[config.mk]
export PLATFORM = sky130hd
export DESIGN_NAME = sha256_iter
export DESIGN_NICKNAME = d
export VERILOG_FILES = /design/src/rtl/sha256_iter.sv
export SDC_FILE = /design/constraint.sdc
export NUM_CORES = 2
export LEC_CHECK = 0
export CAP_MARGIN = 15
export CORE_MARGIN = 2
export CORE_UTILIZATION = 40
export CTS_CLUSTER_DIAMETER = 40
export DETAILED_ROUTE_END_ITERATION = 7
export GPL_TIMING_DRIVEN = 0
export REMOVE_ABC_BUFFERS = 1
export SLEW_MARGIN = 20
export SYNTH_ARGS = -nofsm -noshare
export SYNTH_HDL_FRONTEND = slang
export SYNTH_SLANG_ARGS = --single-unit
[constraint.sdc]
create_clock -name clk -period 13.8 [get_ports clk]
set_input_delay 2.07 -clock clk [delete_from_list [all_inputs] [get_ports clk]]
set_output_delay 2.07 -clock clk [all_outputs]
set_load 0.005 [all_outputs]
[src/rtl/sha256_iter.sv]
// sha256_iter: iterative multi-block SHA-256 compression engine, ROUNDS_PER_CYCLE rounds per clock.
// Define SHA224_MODE_EN to add the mode_224 input (SHA-224 IV and truncated digest).
module sha256_iter #(
   parameter int ROUNDS_PER_CYCLE = 1
) (
   input  logic         clk,
   input  logic         reset,
   input  logic         in_valid,
   output logic         in_ready,
   input  logic [511:0] in_block,
   input  logic         in_last,
   output logic         out_valid,
   input  logic         out_ready,
`ifdef SHA224_MODE_EN
   input  logic         mode_224,
`endif
   output logic [255:0] hashed
);

   if (!(ROUNDS_PER_CYCLE == 1 || ROUNDS_PER_CYCLE == 2 || ROUNDS_PER_CYCLE == 4)) begin : g_bad_rounds
      $error("sha256_iter: ROUNDS_PER_CYCLE must be 1, 2 or 4");
   end

   localparam logic [255:0] IV256 = {32'h6a09e667, 32'hbb67ae85, 32'h3c6ef372, 32'ha54ff53a,
                                     32'h510e527f, 32'h9b05688c, 32'h1f83d9ab, 32'h5be0cd19};
   localparam logic [255:0] IV224 = {32'hc1059ed8, 32'h367cd507, 32'h3070dd17, 32'hf70e5939,
                                     32'hffc00b31, 32'h68581511, 32'h64f98fa7, 32'hbefa4fa4};
   localparam logic [5:0] STEP     = 6'(ROUNDS_PER_CYCLE);
   localparam logic [5:0] LAST_CNT = 6'(64 - ROUNDS_PER_CYCLE);

   localparam logic [31:0] K [64] = '{
      32'h428a2f98, 32'h71374491, 32'hb5c0fbcf, 32'he9b5dba5, 32'h3956c25b, 32'h59f111f1, 32'h923f82a4, 32'hab1c5ed5,
      32'hd807aa98, 32'h12835b01, 32'h243185be, 32'h550c7dc3, 32'h72be5d74, 32'h80deb1fe, 32'h9bdc06a7, 32'hc19bf174,
      32'he49b69c1, 32'hefbe4786, 32'h0fc19dc6, 32'h240ca1cc, 32'h2de92c6f, 32'h4a7484aa, 32'h5cb0a9dc, 32'h76f988da,
      32'h983e5152, 32'ha831c66d, 32'hb00327c8, 32'hbf597fc7, 32'hc6e00bf3, 32'hd5a79147, 32'h06ca6351, 32'h14292967,
      32'h27b70a85, 32'h2e1b2138, 32'h4d2c6dfc, 32'h53380d13, 32'h650a7354, 32'h766a0abb, 32'h81c2c92e, 32'h92722c85,
      32'ha2bfe8a1, 32'ha81a664b, 32'hc24b8b70, 32'hc76c51a3, 32'hd192e819, 32'hd6990624, 32'hf40e3585, 32'h106aa070,
      32'h19a4c116, 32'h1e376c08, 32'h2748774c, 32'h34b0bcb5, 32'h391c0cb3, 32'h4ed8aa4a, 32'h5b9cca4f, 32'h682e6ff3,
      32'h748f82ee, 32'h78a5636f, 32'h84c87814, 32'h8cc70208, 32'h90befffa, 32'ha4506ceb, 32'hbef9a3f7, 32'hc67178f2};

   typedef enum logic [1:0] {IDLE, ROUND, FINAL, DONE} state_t;

   state_t       state_reg;
   logic [255:0] h_reg;
   logic [255:0] work_reg;
   logic [255:0] hashed_reg;
   logic [511:0] win_reg;
   logic [5:0]   cnt_reg;
   logic         last_reg;
   logic         first_reg;
   logic         in_ready_reg;
   logic         out_valid_reg;
   logic [255:0] h_sum;
   logic [255:0] digest;
   logic [255:0] iv_sel;

   function automatic logic [31:0] rotr(input logic [31:0] x, input int n);
      return (x >> n) | (x << (32 - n));
   endfunction

   function automatic logic [31:0] ssig0(input logic [31:0] x);
      return rotr(x, 7) ^ rotr(x, 18) ^ (x >> 3);
   endfunction

   function automatic logic [31:0] ssig1(input logic [31:0] x);
      return rotr(x, 17) ^ rotr(x, 19) ^ (x >> 10);
   endfunction

   // Slides the 16-word window forward by ROUNDS_PER_CYCLE words; later new words may
   // depend on earlier new words in the same cycle, hence the local extension array.
   function automatic logic [511:0] next_window(input logic [511:0] win);
      logic [31:0]  ext [20];
      logic [511:0] res;
      for (int i = 0; i < 16; i++) ext[i] = win[511-32*i -: 32];
      for (int i = 16; i < 20; i++) ext[i] = '0;
      for (int j = 0; j < ROUNDS_PER_CYCLE; j++)
         ext[16+j] = ssig1(ext[14+j]) + ext[9+j] + ssig0(ext[1+j]) + ext[j];
      res = '0;
      for (int i = 0; i < 16; i++) res[511-32*i -: 32] = ext[i+ROUNDS_PER_CYCLE];
      return res;
   endfunction

   function automatic logic [255:0] do_rounds(input logic [255:0] s, input logic [5:0] t,
                                              input logic [511:0] win);
      logic [31:0] a, b, c, d, e, f, g, h, t1, t2;
      logic [5:0]  idx;
      {a, b, c, d, e, f, g, h} = s;
      for (int j = 0; j < ROUNDS_PER_CYCLE; j++) begin
         idx = t + 6'(j);
         t1 = h + (rotr(e, 6) ^ rotr(e, 11) ^ rotr(e, 25)) + ((e & f) ^ (~e & g))
              + K[idx] + win[511-32*j -: 32];
         t2 = (rotr(a, 2) ^ rotr(a, 13) ^ rotr(a, 22)) + ((a & b) ^ (a & c) ^ (b & c));
         h = g;
         g = f;
         f = e;
         e = d + t1;
         d = c;
         c = b;
         b = a;
         a = t1 + t2;
      end
      return {a, b, c, d, e, f, g, h};
   endfunction

   for (genvar gi = 0; gi < 8; gi++) begin : g_hsum
      assign h_sum[255-32*gi -: 32] = h_reg[255-32*gi -: 32] + work_reg[255-32*gi -: 32];
   end

`ifdef SHA224_MODE_EN
   logic mode_reg;
   assign iv_sel = mode_224 ? IV224 : IV256;
   assign digest = mode_reg ? {h_sum[255:32], 32'h0} : h_sum;
`else
   assign iv_sel = IV256;
   assign digest = h_sum;
`endif

   always_ff @(posedge clk) begin
      if (reset) begin
         state_reg     <= IDLE;
         h_reg         <= IV256;
         work_reg      <= '0;
         win_reg       <= '0;
         cnt_reg       <= '0;
         last_reg      <= 1'b0;
         first_reg     <= 1'b1;
         in_ready_reg  <= 1'b1;
         out_valid_reg <= 1'b0;
         hashed_reg    <= '0;
`ifdef SHA224_MODE_EN
         mode_reg      <= 1'b0;
`endif
      end else begin
         case (state_reg)
            IDLE: begin
               if (in_valid && in_ready_reg) begin
                  win_reg      <= in_block;
                  cnt_reg      <= '0;
                  last_reg     <= in_last;
                  in_ready_reg <= 1'b0;
                  first_reg    <= 1'b0;
                  state_reg    <= ROUND;
                  // First block of a message starts from the selected IV, later blocks chain.
                  if (first_reg) begin
                     h_reg    <= iv_sel;
                     work_reg <= iv_sel;
`ifdef SHA224_MODE_EN
                     mode_reg <= mode_224;
`endif
                  end else begin
                     work_reg <= h_reg;
                  end
               end
            end
            ROUND: begin
               work_reg <= do_rounds(work_reg, cnt_reg, win_reg);
               win_reg  <= next_window(win_reg);
               cnt_reg  <= cnt_reg + STEP;
               if (cnt_reg == LAST_CNT) state_reg <= FINAL;
            end
            FINAL: begin
               h_reg <= h_sum;
               if (last_reg) begin
                  hashed_reg    <= digest;
                  out_valid_reg <= 1'b1;
                  state_reg     <= DONE;
               end else begin
                  in_ready_reg <= 1'b1;
                  state_reg    <= IDLE;
               end
            end
            DONE: begin
               if (out_ready) begin
                  out_valid_reg <= 1'b0;
                  in_ready_reg  <= 1'b1;
                  h_reg         <= IV256;
                  first_reg     <= 1'b1;
                  state_reg     <= IDLE;
               end
            end
         endcase
      end
   end

   assign in_ready  = in_ready_reg;
   assign out_valid = out_valid_reg;
   assign hashed    = hashed_reg;

endmodule

==> flow_summary.ini <==
[setup_path]
critPathMostFrequentCell = inv_1
reg2reg_depth = 35
rr_startpoint = cnt_reg[1]$_SDFFE_PP0P_
r2r_slack_ps = 3310
crit_fanout = 21
timing.rr.end = work_reg[255]$_SDFFE_PP0P_
worstSetupPathType = reg -> reg
cpMaxStageDelayCell = ha_1
critPathLaunchType = flip-flop
cp_slowest_stage_delay_ps = 950
setup.worst_path.end_class = flip-flop
cp.arrival_ps = 11290
cp.required_ps = 14600

[synth]
synth_edf_count = 0
seq_area_frac_synth = 0.325
synth_xor_area_frac = 0.0661
synth_top_family_by_area = compound AO/OA/AOI/OAI gates
synth_cell_types = 100
synthMuxAreaShare = 0.00722
synth_ff_type = dfxtp_1
ys_warn_count = 0
yosys.area.top_type = dfxtp_1
ys_ff_latch = 1292
synthTopCellsByArea = dfxtp_1 (33%), nand2_1 (7.5%), nor2_1 (6.2%), ha_1 (6.2%), a311oi_1 (5.5%)
synth_compound_area_frac = 0.225
yosys.area.top_type_share = 0.325
synthSimpleGateAreaFrac = 0.204
syn_inst = 10240
ys_async_sr_fraction = 0
netlist_area_mm2 = 0.0795
synthAdderAreaFrac = 0.112
avgSynthCellArea_um2 = 7.77

[routing]
vias_per_cell = 5.74
drc = 0
wl_um = 319000
drt_iter0_drc = 6986
first_pass_iters = 6
route.vias.total = 77391
wl_per_cell_um = 23.7
ant_nets = 0

[timing]
slew_violations = 0
post-route-period-util = 0.760
clock.fmax_ghz = 0.0953
rsz0062_at_grt = false
setup_ws_ps = 3310
tightest_slew_ps = 1040
setup_viol = 0
setup_tns_ps = 0
hold_viol = 0
relSlewSlack = 0.304
finClkSkew_ps = 67.4
fin_crit_ps = 10490

[die]
initial_utilization = 0.403
die_w_um = 450
core_mm2 = 0.197
rows = 163
ios = 775
dieArea_mm2 = 0.202
die_h_um = 450

[place]
placed_cells = 12983
dp_hpwl_um = 240000
gp_congestion = 0.947
io_buffers = 774
place_ws_ps = 3660

[finish]
instances_no_fill = 13482
largest_register_ffs = 512
layout-drive-gt1-share = 0.0667
area_growth_syn_to_layout_pct = 26.3
nets = 11730
final_common_cell = nand2_1
nFillCells = 19049
layout_common_cells = nand2_1 (1592), nor2_1 (1312), dfxtp_1 (1285)

[global_routing]
grt_first_pass_wirelength_um = 470000
antenna_found_initial = 60
grt_max_degree = 181
track_usage = 0.303
grt_pass1_vias = 73703
grt-ovfl-total = 0

[clocking]
cts_hold_buf = 0
cts-buffers-inserted = 276
clock-sinks = 1292
clockBufferDepth = 4
cts_setup_buffers = 0
clock_latency_ps = 940
cts-root-buf = clkbuf_16
post_cts_resized = 0
cts_tree = yes
h-tree-depth = 5
clk_pin_slew_ps = 50

[run]
cap_violations = 0

[outcome]
status = complete, no violations

[worst_hold_path]
hold_path.startpoint = hashed[160]$_SDFFE_PP0P_
hold_class = reg -> reg
min_to = hashed[160]$_SDFFE_PP0P_
hold_depth = 2
[through the flow]
step,util,cell area [µm²],hold slack [ps]
floorplan,-,76500,442
global placement,0.443,87600,444
detailed placement,0.461,91000,447
CTS,0.508,100000,453
global route,0.509,100000,466
finish,0.509,100000,451
[logic make-up after synthesis]
| family | Yosys count |
|---|---|
| buffers and inverters | 1280 |
| flip-flops | 1292 |
| multiplexers | 47 |
| adder cells (fa/ha/maj) | 594 |
| XOR/XNOR | 598 |
| AO/OA/AOI/OAI | 2592 |
| AND/OR/NAND/NOR | 3837 |
[worst max-delay path, delay by kind of cell, from the launching register on]
kind | cells | cell delay (ps)
AND/OR/NAND/NOR | 4 | 980
flip-flops | 1 | 750
AO/OA/AOI/OAI | 17 | 4270
adder cells (fa/ha/maj) | 6 | 2930
XOR/XNOR | 3 | 670
buffers and inverters | 5 | 730
[layout make-up]
class                   instances  area [µm²]  area share
clock buffers                 341        7570      0.0754
well taps                    2640        3300      0.0329
clock inverters               136        1770      0.0176
multi-input cells            7668       49000       0.488
repair buffers                912       11100       0.110
diodes                         22        55.1    0.000548
flip-flops and latches       1292       25900       0.258
inverters                     471        1780      0.0177
[worst max path at each step]
stage	slack, ps	start	endpoint
floorplan	-27300	in_valid	work_reg[226]$_SDFFE_PP0P_
global placement	-63240	reset	h_reg[95]$_SDFFE_PP1P_
detailed placement	3660	cnt_reg[0]$_SDFFE_PP0P_	work_reg[255]$_SDFFE_PP0P_
CTS	3530	cnt_reg[1]$_SDFFE_PP0P_	work_reg[255]$_SDFFE_PP0P_
global route	2800	cnt_reg[1]$_SDFFE_PP0P_	work_reg[255]$_SDFFE_PP0P_
finish	3310	cnt_reg[1]$_SDFFE_PP0P_	work_reg[255]$_SDFFE_PP0P_
[cells in the mapped netlist (18+ instances only)]
cell       number
o21bai_1       41
dfxtp_1      1292
nor3_1        371
a2111oi_0      49
o211ai_1       24
nor2b_1        50
a22oi_1        75
clkbuf_1      753
nand2_1      1597
xor2_1        214
xnor2_1       381
nand2b_1      150
o22ai_1       116
ha_1          395
buf_1          47
nand3_1        76
and3_1        132
a22o_1         32
a311oi_1      501
or2_2          19
fa_1          197
a21o_1        188
mux2_2         33
a221oi_1       18
o22a_1         30
o21a_1         66
nand3b_1       22
inv_1         468
a31oi_1        38
a21oi_1       754
or3_1          23
a211oi_1      206
nor2_1       1318
nand4_1        30
o21ai_0       259
[per-layer routing]
metal  wire, µm  global-route usage  share of wire  vias up
li1           -                   -              -    36516
met1     132000               0.381           0.41    37400
met2     146000               0.486           0.46     2732
met3      24100              0.0709          0.075      669
met4      16100               0.144          0.050       74
met5        492                   0         0.0015        -
Power is left out: the tool's default activity adds up to more than one toggle a clock period on the data nets, which glitch-free logic cannot reach.
